## config.mk

```make
export PLATFORM = sky130hd
export DESIGN_NAME = laser500_bank_mapper
export DESIGN_NICKNAME = d
export VERILOG_FILES = /design/src/rtl/laser500_bank_mapper.sv
export SDC_FILE = /design/constraint.sdc
export NUM_CORES = 1
export LEC_CHECK = 0
export ABC_AREA = 0
export CAP_MARGIN = 20
export CORE_AREA = 2 2 80 97
export DETAILED_ROUTE_END_ITERATION = 10
export DIE_AREA = 0 0 82 99
export PLACE_DENSITY = 0.83
export SETUP_SLACK_MARGIN = 0.3
export SKIP_CTS_REPAIR_TIMING = 1
export SYNTH_ARGS = -nofsm -noshare
export SYNTH_HDL_FRONTEND = slang
export SYNTH_SLANG_ARGS = --single-unit
```

## constraint.sdc

```tcl
create_clock -name F14M -period 4.05 [get_ports F14M]
set_clock_uncertainty 0.15 [all_clocks]
set_input_delay 0.81 -clock F14M [delete_from_list [all_inputs] [get_ports F14M]]
set_output_delay 0.81 -clock F14M [all_outputs]
set_load 0.03 [all_outputs]
```

## src/rtl/laser500_bank_mapper.sv

```systemverilog
`default_nettype none
// ============================================================================
// Module      : laser500_bank_mapper
// Description : Laser 500 paging decoder between the T80s bus and SDRAM.
// Revision    : 1.0
// ============================================================================
module laser500_bank_mapper #(
    parameter logic [7:0]  IO_BASE       = 8'h40,
    parameter logic [15:0] RESET_BANKS   = 16'h7410,
    parameter logic [3:0]  ROM_LAST      = 4'd3,
    parameter logic [3:0]  RAM_LAST      = 4'd7,
    parameter logic [7:0]  UNMAPPED_DATA = 8'hFF,
    parameter logic [7:0]  TIMEOUT       = 8'd255
) (
    input  logic        F14M,
    input  logic        reset,
    input  logic [15:0] cpu_addr,
    input  logic [7:0]  cpu_dout,
    input  logic        cpu_mreq_n,
    input  logic        cpu_iorq_n,
    input  logic        cpu_rd_n,
    input  logic        cpu_wr_n,
    input  logic        cpu_m1_n,
    output logic [7:0]  cpu_din,
    output logic        cpu_wait_n,
    output logic [24:0] sdram_addr,
    output logic [7:0]  sdram_din,
    output logic        sdram_req,
    output logic        sdram_we,
    input  logic        sdram_ack,
    input  logic [7:0]  sdram_dout,
    output logic [15:0] bank_regs
);

    typedef enum logic [1:0] {
        S_IDLE     = 2'd0,
        S_ISSUE    = 2'd1,
        S_WAIT_ACK = 2'd2,
        S_HOLD     = 2'd3
    } state_t;

    state_t     r_state;
    logic       r_mem_act;
    logic       r_io_act;
    logic       r_mem_prev;
    logic       r_io_prev;
    logic       r_wr;
    logic [7:0] r_cnt;

    logic       w_mem_start;
    logic       w_io_start;
    logic [3:0] w_bank;
    logic [3:0] w_io_nib;
    logic [7:0] w_io_off;
    logic       w_io_hit;

    assign w_mem_start = r_mem_act & ~r_mem_prev;
    assign w_io_start  = r_io_act & ~r_io_prev;
    assign w_bank      = bank_regs[{cpu_addr[15:14], 2'b00} +: 4];
    assign w_io_nib    = bank_regs[{cpu_addr[1:0], 2'b00} +: 4];
    assign w_io_off    = cpu_addr[7:0] - IO_BASE;
    assign w_io_hit    = (w_io_off < 8'd4);

    // Strobes are registered once; starts are rising edges of the activity.
    always_ff @(posedge F14M or posedge reset) begin
        if (reset) begin
            r_mem_act  <= 1'b0;
            r_io_act   <= 1'b0;
            r_mem_prev <= 1'b0;
            r_io_prev  <= 1'b0;
            r_wr       <= 1'b0;
        end else begin
            r_mem_act  <= ~cpu_mreq_n & (~cpu_rd_n | ~cpu_wr_n);
            r_io_act   <= ~cpu_iorq_n & cpu_m1_n & (~cpu_rd_n | ~cpu_wr_n);
            r_mem_prev <= r_mem_act;
            r_io_prev  <= r_io_act;
            r_wr       <= ~cpu_wr_n;
        end
    end

    always_ff @(posedge F14M or posedge reset) begin
        if (reset) begin
            r_state    <= S_IDLE;
            r_cnt      <= 8'd0;
            cpu_din    <= UNMAPPED_DATA;
            cpu_wait_n <= 1'b1;
            sdram_addr <= 25'd0;
            sdram_din  <= 8'd0;
            sdram_req  <= 1'b0;
            sdram_we   <= 1'b0;
            bank_regs  <= RESET_BANKS;
        end else begin
            case (r_state)
                S_IDLE: begin
                    if (w_mem_start) begin
                        if (w_bank > RAM_LAST) begin
                            if (!r_wr) begin
                                cpu_din <= UNMAPPED_DATA;
                            end
                            r_state <= S_HOLD;
                        end else if (r_wr && (w_bank <= ROM_LAST)) begin
                            r_state <= S_HOLD;
                        end else begin
                            sdram_addr <= {7'd0, w_bank, cpu_addr[13:0]};
                            sdram_din  <= cpu_dout;
                            sdram_we   <= r_wr;
                            sdram_req  <= 1'b1;
                            cpu_wait_n <= 1'b0;
                            r_state    <= S_ISSUE;
                        end
                    end else if (w_io_start) begin
                        if (w_io_hit) begin
                            if (r_wr) begin
                                bank_regs[{cpu_addr[1:0], 2'b00} +: 4] <= cpu_dout[3:0];
                            end else begin
                                cpu_din <= {4'hF, w_io_nib};
                            end
                        end
                        r_state <= S_HOLD;
                    end
                end
                S_ISSUE: begin
                    sdram_req <= 1'b0;
                    r_cnt     <= 8'd0;
                    r_state   <= S_WAIT_ACK;
                end
                S_WAIT_ACK: begin
                    if (sdram_ack) begin
                        if (!sdram_we) begin
                            cpu_din <= sdram_dout;
                        end
                        cpu_wait_n <= 1'b1;
                        r_state    <= S_HOLD;
                    end else if (r_cnt == TIMEOUT) begin
                        // Abandon the access so a dead controller cannot hang the CPU.
                        if (!sdram_we) begin
                            cpu_din <= UNMAPPED_DATA;
                        end
                        cpu_wait_n <= 1'b1;
                        r_state    <= S_HOLD;
                    end else begin
                        r_cnt <= r_cnt + 8'd1;
                    end
                end
                S_HOLD: begin
                    if (!r_mem_act && !r_io_act) begin
                        r_state <= S_IDLE;
                    end
                end
                default: r_state <= S_IDLE;
            endcase
        end
    end

endmodule
`default_nettype wire

```

==> flow_summary_export.csv, run 1 <==
group,metric,value,unit
outcome,status,"completed",
global_route,first_global_vias,2755,
critical_path,crit_path_max_fanout,15,
routing,viasPerCell,5.40,
final_layout,antenna_cells,0,
routing,wire_per_inst,17.2,µm
synthesis,ys_top_cells_by_area,"dfrtp_1 (39%), dfstp_2 (11%), mux2_4 (5.6%)",
routing,first_iter_violations,136,
routing,drc,0,
synthesis,synth_edf_count,0,
sta,finalSetupTns,0,ps
synthesis,synth.avg_cell_area,12.2,µm²
power_and_ir_drop,ir_worst_vdd,0.408,mV
place,portBuffers,92,
sta,worst_slew_pin_slew,780,ps
synthesis,ys_warn_count,0,
sta,max_freq,325,MHz
floorplanning,core,7150,µm²
global_route,grt_pass1_wl,13.3,mm
critical_path,crit_required,4130,ps
floorplanning,ios,100,
clock_tree,ctsLongestPathBuffers,2,
critical_path,end_kind,"flip-flop",
sta,slew_viol_final,0,
power_and_ir_drop,p_leak,2.19,nW
clock_tree,cts_root_buffer,"clkbuf_8",
clock_tree,clkLatencyLatePin,340,ps
power_and_ir_drop,power_density,615,nW/µm²
global_route,antenna_found_initial,0,
sta,hold_viol_final,0,
global_route,grt_max_degree,38,
global_route,grtUsageTotal,21.7,%
final_layout,stdcell_area,4660,µm²
routing,vias,2592,
final_layout,drive_above_1_share,19.2,%
place,place_area,4470,µm²
synthesis,synth_top_area_cell,"dfrtp_1",
final_layout,stdcell_count,480,
place,dpl.hpwl,6.34,mm
place,gp_congestion,0.898,
final_layout,final-seq-area,1720,µm²
synthesis,synth_top_area_share,38.8,%
flow_run,cap_violations,0,
synthesis,ys_async_sr_fraction,100,%
final_layout,multi_input_area,1580,µm²
synthesis,synth_area,3480,µm²
worst_hold_path,hold_class,"flip-flop to flip-flop",
sta,period_minus_slack,3070,ps
synthesis,synth_seq_cells,68,
sta,post-route-period-util,75.9,%
routing,antenna_left,0,
sta,rsz0062_at_grt,"no",
critical_path,startpoint_type,"input port",
synthesis,synth-seq-area-share,49.4,%
clock_tree,cts_buffers,9,
sta,finalSetupViolations,0,
critical_path,crit_type,"input port to flip-flop",
floorplanning,initial_core_util,48.7,%
floorplanning,die_area,8120,µm²
floorplanning,fp.dieH,99,µm
synthesis,synth_common_cells,"dfrtp_1 (54), inv_1 (23), nand2_1 (23)",
routing,totalWireLength,8.27,mm
final_layout,area_growth,34.0,%
synthesis,synth_ff_type,"dfrtp_1",
sta,maxSlewHeadroom,47.9,%
synthesis,synthCells,284,
clock_tree,clkTransAtPathRegs,60,ps
clock_tree,cts_tree,"yes",
synthesis,yosysMostFrequentCell,"dfrtp_1",
clock_tree,cts_sinks,68,
floorplanning,rows,34,
critical_path,cp.arrival,3150,ps
critical_path,reg2reg_slack,1650,ps
final_layout,fin_nets,435,
routing,first_pass_iters,4,
final_layout,fill_cells,572,
global_route,gr-total-overflow,0,
synthesis,synth.distinct_cells,50,
clock_tree,htree_levels,3,
place,dp.cells,464,
floorplanning,die_w,82,µm
power breakdown:
group          leakage [nW]  switching [mW]  internal (mW)  total [mW]
Combinational          1.27           0.703          0.597        1.30
Sequential            0.821           0.125          0.907        1.03
Clock                0.0997           0.245          0.289       0.534
metrics by stage:
step                util [%]  setup WS (ps)  hold slack, ps  total power [mW]
global placement        62.5            737             250              2.32
CTS                     65.2           1010             256              2.89
detailed placement      62.5            646             244              2.34
finish                  65.2            975             255              2.87
global route            65.2            865             272              3.02
floorplan                  -           1400             226              1.85
critical path, cell delays in order:
cell and delay [ps]:
clkdlybuf4s50_1 610, mux4_1 620, nor2b_1 340, or2_1 180, buf_4 230, mux2_2 350
sequential cells by signal, indices dropped and copies added, names as in the netlist:
| signal | flops |
|---|---|
| bank_regs | 16 |
| sdram_addr | 18 |
| cpu_wait_n | 1 |
| sdram_we | 1 |
| sdram_req | 1 |
| sdram_din | 8 |
| r_wr | 1 |
| r_mem_prev | 1 |
| r_io_act | 1 |
| r_mem_act | 1 |
| r_cnt | 8 |
| r_state | 2 |
| cpu_din | 8 |
| r_io_prev | 1 |
worst paths after layout:
path / end / from / depth (start not counted)
max in group asynchronous: bank_regs[14]$_DFFE_PP1P_ / reset / 3
worst max-delay path: sdram_din[1]$_DFFE_PP0P_ / cpu_addr[14] / 6
worst min register to register: r_io_prev$_DFF_PP0_ / r_io_act$_DFF_PP0_ / 0
worst max register to register: cpu_din[0]$_DFFE_PP1P_ / r_state[0]$_DFFE_PP0P_ / 6
worst min-delay path: r_io_prev$_DFF_PP0_ / r_io_act$_DFF_PP0_ / 0
min in group asynchronous: r_mem_prev$_DFF_PP0_ / reset / 2
layout by cell type (no fill, tap or decap), types with 8 or more instances in the layout:
| cell type | synthesis | final |
|---|---|---|
| mux2_2 | 11 | 11 |
| o21ai_0 | 11 | 11 |
| nand2_1 | 23 | 23 |
| dfrtp_1 | 54 | 54 |
| ha_1 | 10 | 10 |
| nand4_1 | 9 | 9 |
| inv_1 | 23 | 22 |
| a21bo_2 | 8 | 8 |
| clkbuf_8 | 0 | 13 |
| mux2_4 | 13 | 13 |
| dfstp_2 | 14 | 14 |
| mux2i_1 | 18 | 18 |
| clkdlybuf4s50_1 | 0 | 92 |
cell type report:
type / instances / share of cell area, %
clock buffer: 15 / 4.00
clock inverter: 1 / 0.107
tap: 90 / 2.42
sequential: 68 / 36.9
multi-input combinational: 184 / 33.9
timing repair buffer: 99 / 20.9
inverter: 23 / 1.85
metal layers:
metal / GRT usage (%) / vias to the layer above / wire (µm)
met3: 3.75 / 20 / 498
met2: 36.6 / 106 / 4200
met4: 10.6 / 0 / 244
li1: - / 1209 / -
met5: 0 / - / 0
met1: 26.2 / 1257 / 3320
cell families after synthesis:
family,after synthesis,synth area share [%]
adders and majority gates,10,3.60
xor gates and xnor gates,1,0.252
buffers and inverters,38,5.86
muxes,50,19.9
DFF,68,49.4
AOI/OAI and AO/OA,45,9.57
and+or+nand+nor,71,11.3
other,1,0.108
(Power assumes the default switching activity.)
==> run 2, diff against run 1 <==
--- a/config.mk
+++ b/config.mk
@@ -7,10 +7,10 @@
 export LEC_CHECK = 0
 export ABC_AREA = 0
 export CAP_MARGIN = 20
-export CORE_AREA = 2 2 80 97
+export CORE_AREA = 2 2 86 104
 export DETAILED_ROUTE_END_ITERATION = 10
-export DIE_AREA = 0 0 82 99
-export PLACE_DENSITY = 0.83
+export DIE_AREA = 0 0 88 106
+export PLACE_DENSITY = 0.77
 export SETUP_SLACK_MARGIN = 0.3
 export SKIP_CTS_REPAIR_TIMING = 1
 export SYNTH_ARGS = -nofsm -noshare
==> constraint.sdc (replaced) <==
create_clock -name F14M -period 2.6 [get_ports F14M]
set_clock_uncertainty 0.15 [all_clocks]
set_input_delay 0.52 -clock F14M [delete_from_list [all_inputs] [get_ports F14M]]
set_output_delay 0.52 -clock F14M [all_outputs]
set_load 0.03 [all_outputs]
==> run 2 against run 1 <==
  * Critical path depth down 5
  * Clock power up 60%
  * Wire length up 7.7%
  * Cell area up 5.5%
  * Largest power group unchanged
  * Power up 59%
  * Non-clock buffer count up 16
  * Global-route usage down 2.2 points
  * Register-to-register slack worse by 1200 ps
  * Flip-flop and latch count unchanged
  * Utilization down 6.5 points
  * Sequential share of layout area down 1.9 points
  * Worst hold slack better by 8.5 ps
==> flow_summary_export.csv, run 2 (synthesized netlist as in run 1, its figures left out) <==
group,metric,value,unit
outcome,status,"completed",
critical_path,setup.worst_path.start,"bank_regs[14]$_DFFE_PP1P_",
critical_path,crit_path_max_fanout,4,
power_and_ir_drop,p_switching,1.72,mW
sta,post-route-period-util,87.9,%
routing,wl_met3,603,µm
final_layout,area_growth,41.3,%
floorplanning,rows,37,
final_layout,fin_nets,451,
clock_tree,cts_tree,"yes",
floorplanning,fp.dieH,106,µm
final_layout,largest_reg_flops,18,
sta,holdWs,263,ps
critical_path,cp_num_buf_inv,1,
clock_tree,cts_root_buffer,"clkbuf_8",
critical_path,crit_cells,1,
sta,worst_slew_pin_slew,552,ps
global_route,grtUsageTotal,19.4,%
global_route,first_global_vias,2891,
floorplanning,die_w,88,µm
critical_path,regToRegEndpoint,"bank_regs[10]$_DFFE_PP1P_",
global_route,grt_pass1_wl,13.9,mm
sta,maxSlewHeadroom,63.1,%
floorplanning,die_area,9330,µm²
worst_hold_path,min_from,"r_io_act$_DFF_PP0_",
power_and_ir_drop,seqPwrFrac,35.2,%
place,portBuffers,92,
place,gp_congestion,0.931,
routing,antenna_left,0,
critical_path,r2r_cells,8,
routing,totalWireLength,8.90,mm
power_and_ir_drop,ir_worst_vdd,0.539,mV
critical_path,cp_top_family,"buffers and inverters",
clock_tree,ctsLongestPathBuffers,2,
power_and_ir_drop,swShare,37.7,%
worst_hold_path,hold_class,"flip-flop to flip-flop",
power_and_ir_drop,p_int,2.84,mW
sta,hold_viol_final,0,
clock_tree,cts_buffers,9,
routing,dr_wl_met2,4.60,mm
clock_tree,htree_levels,3,
global_route,grt_max_degree,27,
power_and_ir_drop,p_comb_share,46.1,%
final_layout,reg_top3,"sdram_addr x18, bank_regs x16",
final_layout,final_cell_mix,"clkdlybuf4s50_1 (91), dfrtp_1 (54), inv_1 (22)",
routing,first_iter_violations,142,
clock_tree,cts_sinks,68,
power_and_ir_drop,p_leak,2.30,nW
floorplanning,ios,100,
routing,viasPerCell,5.24,
critical_path,reg2reg_slack,410,ps
critical_path,slowest_delay,680,ps
sta,finalSetupViolations,0,
sta,slew_viol_final,0,
global_route,antenna_found_initial,0,
clock_tree,clkLatencyLatePin,350,ps
final_layout,antenna_cells,0,
routing,wire_per_inst,17.0,µm
routing,routed.top_layer,"met4",
critical_path,end_kind,"output pin",
sta,rsz0062_at_grt,"no",
clock_tree,clkTransAtPathRegs,80,ps
power_and_ir_drop,pwr-share-clk,18.7,%
sta,finalSetupTns,0,ps
critical_path,startpoint_type,"flip-flop",
routing,first_pass_iters,4,
floorplanning,core,8380,µm²
final_layout,regMostFlops,"sdram_addr",
place,place_ws,-248,ps
final_layout,final_common_cell,"clkdlybuf4s50_1",
critical_path,r2r-start,"r_state[0]$_DFFE_PP0P_",
worst_hold_path,hold_depth,0,
critical_path,cp.arrival,1620,ps
sta,period_minus_slack,2290,ps
floorplanning,initial_core_util,41.5,%
final_layout,drive_above_1_share,25.9,%
worst_hold_path,hold-path-endpoint,"r_io_prev$_DFF_PP0_",
flow_run,cap_violations,0,
critical_path,crit_required,1930,ps
routing,wl_met1,3.44,mm
place,place_area,4650,µm²
routing,drc,0,
sta,max_freq,438,MHz
power_and_ir_drop,power.total,4.55,mW
critical_path,path_cells,"clkdlybuf4s50_1",
routing,vias,2741,
place,dpl.hpwl,6.73,mm
sta,fin_ws,315,ps
critical_path,crit_type,"flip-flop to output pin",
power_and_ir_drop,power_density,926,nW/µm²
critical_path,slowest_stage,"clkdlybuf4s50_1",
final_layout,stdcell_area,4920,µm²
global_route,gr-total-overflow,0,
-- run 2: changes by cell type in the layout (fill, tap and decap cells not counted), moves of 2 or more --
cell        previous run  this run
buf_6                  0         2
nand2_1               23        20
clkinv_2               1         3
nor3b_2                0         3
buf_12                 0         3
ha_2                   0         2
clkbuf_8              13         9
nand2_2                0         3
ha_1                  10         8
buf_4                  7        17
nor3b_1                4         1
clkinvlp_4             0         2
-- run 2: how the worst max path moves through the flow --
| stage | end | slack [ps] |
|---|---|---|
| 4_1_cts | sdram_din[1]$_DFFE_PP0P_ | 120 |
| 3_3_place_gp | sdram_addr[11]$_DFFE_PP0P_ | -170 |
| 2_1_floorplan | sdram_addr[10]$_DFFE_PP0P_ | 300 |
| 6_report | bank_regs[14] | 310 |
| 5_1_grt | bank_regs[14]$_DFFE_PP1P_ | 300 |
| 3_5_place_dp | sdram_addr[11]$_DFFE_PP0P_ | -250 |
-- run 2: power groups by stage --
stage | Clock (mW) | Sequential, mW | Combinational [mW]
detailed placement | 0 | 1.62 | 2.07
global route | 0.905 | 1.64 | 2.23
CTS | 0.861 | 1.61 | 2.08
global placement | 0 | 1.61 | 2.03
finish | 0.852 | 1.60 | 2.10
floorplan | 0 | 2.12 | 0.760
-- run 2: through the flow --
step	instances	utilization (%)
floorplan	290	-
global placement	505	55.5
detailed placement	505	55.5
CTS	521	57.7
global route	523	58.7
finish	523	58.7
-- run 2: layout make-up --
class	instances	area, µm²
Inverter	23	90.1
Fill cell	696	3460
Timing Repair Buffer	115	1140
Clock buffer	11	131
Clock inverter	5	52.6
Sequential cell	68	1720
Multi-Input combinational cell	184	1640
Tap cell	117	146
-- run 2: metal layers --
metal / vias to the layer above / track usage (%)
li1: 1240 / -
met1: 1359 / 22.5
met2: 114 / 33.4
met3: 28 / 4.66
met4: 0 / 8.90
met5: - / 0
